--- config.mk ---
export PLATFORM = sky130hd
export DESIGN_NAME = async_tx
export DESIGN_NICKNAME = d
export VERILOG_FILES = /design/src/rtl/async_tx.sv
export SDC_FILE = /design/constraint.sdc
export NUM_CORES = 1
export LEC_CHECK = 0
export ABC_AREA = 1
export BUFFER_PORTS_ARGS = -buffer_cell sky130_fd_sc_hd__buf_2
export CORE_MARGIN = 4
export CORE_UTILIZATION = 48
export CTS_CLUSTER_DIAMETER = 30
export DETAILED_ROUTE_END_ITERATION = 10
export GPL_TIMING_DRIVEN = 0
export PLACE_DENSITY = 0.73
export REMOVE_ABC_BUFFERS = 1
export SLEW_MARGIN = 20
export SYNTH_ARGS = -nofsm -noshare
export SYNTH_HDL_FRONTEND = slang
export SYNTH_SLANG_ARGS = --single-unit
--- constraint.sdc ---
create_clock -name clk -period 1.2 [get_ports clk]
set_input_delay 0.24 -clock clk [delete_from_list [all_inputs] [get_ports clk]]
set_output_delay 0.24 -clock clk [all_outputs]
set_load 0.01 [all_outputs]
--- src/rtl/async_tx.sv ---
// rtl/async_tx.sv - coalescing single-entry sample writer into a FIFO write port.
// Newer samples overwrite an unwritten pending one; a GAP cycle follows every write.
module async_tx #(
   parameter int WIDTH     = 12,
   parameter int CNT_WIDTH = 8
) (
   input  logic                 clk,
   input  logic                 rst_n,
   input  logic                 wr_valid,
   input  logic [WIDTH-1:0]     wr_data,
   input  logic                 full,
   output logic                 w_en,
   output logic [WIDTH-1:0]     data,
   output logic                 busy,
   output logic [CNT_WIDTH-1:0] coalesce_cnt
);

   typedef enum logic [3:0] {
      IDLE  = 4'b0001,
      PEND  = 4'b0010,
      WRITE = 4'b0100,
      GAP   = 4'b1000
   } state_t;

   localparam logic [CNT_WIDTH-1:0] CNT_ONE = {{(CNT_WIDTH-1){1'b0}}, 1'b1};

   state_t               state_q, state_d;
   logic [WIDTH-1:0]     pending_q, pending_d;
   logic                 pend_valid_q, pend_valid_d;
   logic [WIDTH-1:0]     data_q, data_d;
   logic [CNT_WIDTH-1:0] cnt_q, cnt_d;
   logic                 launch;

   always_comb begin
      state_d      = state_q;
      pending_d    = pending_q;
      pend_valid_d = pend_valid_q;
      data_d       = data_q;
      cnt_d        = cnt_q;
      launch       = 1'b0;

      case (state_q)
         IDLE:    if (wr_valid) state_d = PEND;
         PEND: begin
            if (!full) begin
               state_d = WRITE;
               launch  = 1'b1;
            end
         end
         WRITE:   state_d = GAP;
         GAP:     state_d = (pend_valid_q || wr_valid) ? PEND : IDLE;
         default: state_d = IDLE;
      endcase

      // A strobe coinciding with the launch bypasses the pending register entirely.
      if (launch) begin
         data_d       = wr_valid ? wr_data : pending_q;
         pend_valid_d = 1'b0;
      end else if (wr_valid) begin
         pending_d    = wr_data;
         pend_valid_d = 1'b1;
      end

      if (wr_valid && pend_valid_q && (cnt_q != {CNT_WIDTH{1'b1}})) begin
         cnt_d = cnt_q + CNT_ONE;
      end
   end

   always_ff @(posedge clk or negedge rst_n) begin
      if (!rst_n) begin
         state_q      <= IDLE;
         pending_q    <= '0;
         pend_valid_q <= 1'b0;
         data_q       <= '0;
         cnt_q        <= '0;
      end else begin
         state_q      <= state_d;
         pending_q    <= pending_d;
         pend_valid_q <= pend_valid_d;
         data_q       <= data_d;
         cnt_q        <= cnt_d;
      end
   end

   // Decoded straight from the state flop so an asynchronous reset drops it at once.
   assign w_en         = (state_q == WRITE);
   assign busy         = (state_q != IDLE) || pend_valid_q;
   assign data         = data_q;
   assign coalesce_cnt = cnt_q;

endmodule

==> results.yml <==
sta:
  fin_skew_ps: 2.704
  setup_viol: 28
  slew_headroom_pct: 45.80
  finalCritPeriodShare_pct: 123.2
  rsz0062_at_grt: "yes"
  finalHoldViolCount: 0
  fmax_mhz: 676.1
  setup_tns_ps: -2660
  slew_violations: 0
  fin_crit_ps: 1479
  tightest_slew_ps: 812.9
  final.setup.worst_slack_ps: -279.0
drt:
  ant_nets: 0
  wl_um: 4323
  dr.pass1.iters: 4
  drc: 0
  vias_per_cell: 4.950
  wl_per_cell_um: 12.79
  drt-initial-drc-count: 53
  num_vias: 1673
setup_path:
  start_kind: "flip-flop"
  timing.critical_path.buf_inv: 1
  critPathMaxStageDelay_ps: 560
  slowest_stage: "dfstp_2"
  path_delay_family: "flip-flops"
  crit_start: "state_q[0]$_DFFE_PN1P_"
  worstSetupPathType: "reg -> out"
  worst-path-stages: 4
  regToRegSetupSlack_ps: -120
  endpoint: "busy"
  ff2ff_path_depth: 7
  required_ps: 960
  regToRegEndpoint: "pending_q[5]$_DFFE_PN0N_"
  cp-end-kind: "output pin"
  critPathArrivalTime_ps: 1240
  worstReg2RegStart: "state_q[3]$_DFFE_PN0P_"
  crit_path_max_fanout: 3
  path_cells: "nand2_2 > nor2_4 > nand2_1 > buf_2"
global_route:
  grt_antenna_before_repair: 0
  grt.overflow.total: 0
  grt_pass1_wl_um: 6865
  grt_start_max_net_pins: 38
  track_usage_pct: 17.50
  grt_pass1_vias: 1574
floorplanning:
  die_width_um: 69.76
  die_h_um: 69.76
  core_area_um2: 3661
  start_util_pct: 50.00
  rows: 22
  die_area_um2: 4866
  io_pins: 38
finish:
  syn2layout_area_growth_pct: 40.26
  nets: 306
  drive_gt1_share_pct: 44.48
  final_common_cell: "nand2_1"
  fillers: 278
  final_core_util_pct: 70.13
  final_cell_mix: "67 x nand2_1, 35 x buf_2, 33 x dfrtp_1, 23 x nand2_2, 23 x inv_1"
  n_antenna_cell: 0
outcome:
  violations: "negative setup slack"
  run_status: "finished with violations"
pwr:
  power_frac_clock_pct: 18.0
  p_comb_share_pct: 44.9
  p_leak_nw: 1.304
  switching_power_mw: 2.118
  peakVddDrop_mv: 1.003
  switching_share_pct: 39.52
  p_int_mw: 3.240
  powerDensity_nw_per_um2: 2087
  power_frac_seq_pct: 37.0
yosys:
  yosysWarnings: 0
  netlist_area_um2: 1831
  synth-seq-cells: 37
  seq_area_frac_synth_pct: 50.65
  avgSynthCellArea_um2: 7.789
  netlist_instances: 235
  synthDistinctLibCells: 23
min_path:
  hold_path_class: "in -> async"
place:
  portBuffers: 37
  dp_slack_ps: -468.9
  routabilityCongestion: 0.7515
  hpwl_um: 2278
clock_network:
  path_clk_slew_ps: 70
  postCtsHoldBufs: 0
  cts.sinks: 37
  cts.htree.levels: 2
  cts_tree: "done"
  clockRootBuffer: "clkbuf_8"
  clk_latency_ps: 290
  cts_max_path_buffers: 2
  cts_buffers: 5
job:
  cap_violations: 0
## cells in the mapped netlist (all sizes together)
| master | instances | area [µm²] |
|---|---|---|
| inv | 31 | 121.4 |
| dfstp | 1 | 26.28 |
| nand4 | 3 | 18.77 |
| nor2 | 16 | 70.07 |
| xnor2 | 1 | 8.760 |
| nor3 | 1 | 5.000 |
| nand2 | 98 | 375.4 |
| nand3 | 10 | 50.05 |
| buf | 9 | 80.07 |
| o21ai | 26 | 148.9 |
| a21oi | 1 | 5.000 |
| dfrtp | 36 | 900.9 |
| nand3b | 1 | 7.510 |
| ha | 1 | 12.51 |
## worst min-delay path by stage
stage / startpoint / to
after detailed placement: rst_n / state_q[3]$_DFFE_PN0P_
final: rst_n / state_q[3]$_DFFE_PN0P_
after CTS: rst_n / coalesce_cnt[7]$_DFFE_PN0P_
after floorplan: rst_n / coalesce_cnt[0]$_DFFE_PN0P_
after global routing: rst_n / state_q[3]$_DFFE_PN0P_
after global placement: rst_n / state_q[3]$_DFFE_PN0P_
## worst reg2reg max path, stage by stage, from the launching register on
cell     delay, ps
dfrtp_1        390
inv_2           80
nand2_4         60
nor2_4         190
buf_12         220
nand2_8        110
nand2_2        100
o21ai_1         60
## power by group through the flow
stage | logic, mW | clock network, mW | registers (mW)
2_1_floorplan | 0.901 | 0 | 2.07
5_1_grt | 2.67 | 1.03 | 2.05
6_report | 2.41 | 0.966 | 1.98
4_1_cts | 1.98 | 0.990 | 1.95
3_5_place_dp | 1.53 | 0 | 1.98
3_3_place_gp | 1.50 | 0 | 1.96
## metrics by stage
| step | hold slack [ps] | instance area (µm²) | cells | total power, mW |
|---|---|---|---|---|
| after floorplan | -55.59 | 1750 | 226 | 2.970 |
| after global placement | 392.3 | 1996 | 311 | 3.460 |
| after detailed placement | 389.2 | 1996 | 311 | 3.510 |
| after CTS | 66.11 | 2316 | 332 | 4.923 |
| after global routing | 104.0 | 2567 | 338 | 5.746 |
| final | 37.17 | 2567 | 338 | 5.357 |
## kinds of logic (layout without fill, tap and decap cells)
logic type | after synthesis | in the layout | share of synthesized area, %
AO/OA/AOI/OAI | 27 | 27 | 8.407
AND/OR/NAND/NOR | 129 | 137 | 28.78
XOR/XNOR | 1 | 1 | 0.4786
buffers and inverters | 40 | 87 | 11.00
adder cells (fa/ha/maj) | 1 | 1 | 0.6834
flip-flops | 37 | 37 | 50.65
## per-layer routing
layer,part of all wire [%],global-route usage [%],vias up
met5,0,0,-
met2,50,28.71,29
li1,-,-,846
met1,45,22.50,792
met3,4.4,5.507,6
met4,1.1,4.468,0
## area by class of cell
cell class                      instances  area (µm²)  share of cell area [%]
Inverter                               31       127.6                   4.971
Sequential cell                        37       930.9                   36.26
Clock buffer                            7       96.34                   3.752
Multi-Input combinational cell        166        1031                   40.16
Tap cell                               48       60.06                   2.339
Timing Repair Buffer                   47       305.3                   11.89
Timing Repair inverter                  1       11.26                  0.4386
Clock inverter                          1       5.005                  0.1949
## registers in the layout, summed over array words and instances, names as in the netlist
register	flops
pending_q	12
state_q	4
coalesce_cnt	8
data	12
pend_valid_q	1
## what timing repair did
item / in CTS / in global routing
pin swaps: 9 / 10
buffers inserted: 8 / 4
endpoints found under the setup margin: 35 / 40
gates cloned: 5 / 4
gates resized for setup: 25 / 56
Power figures use the tool's default switching activity.
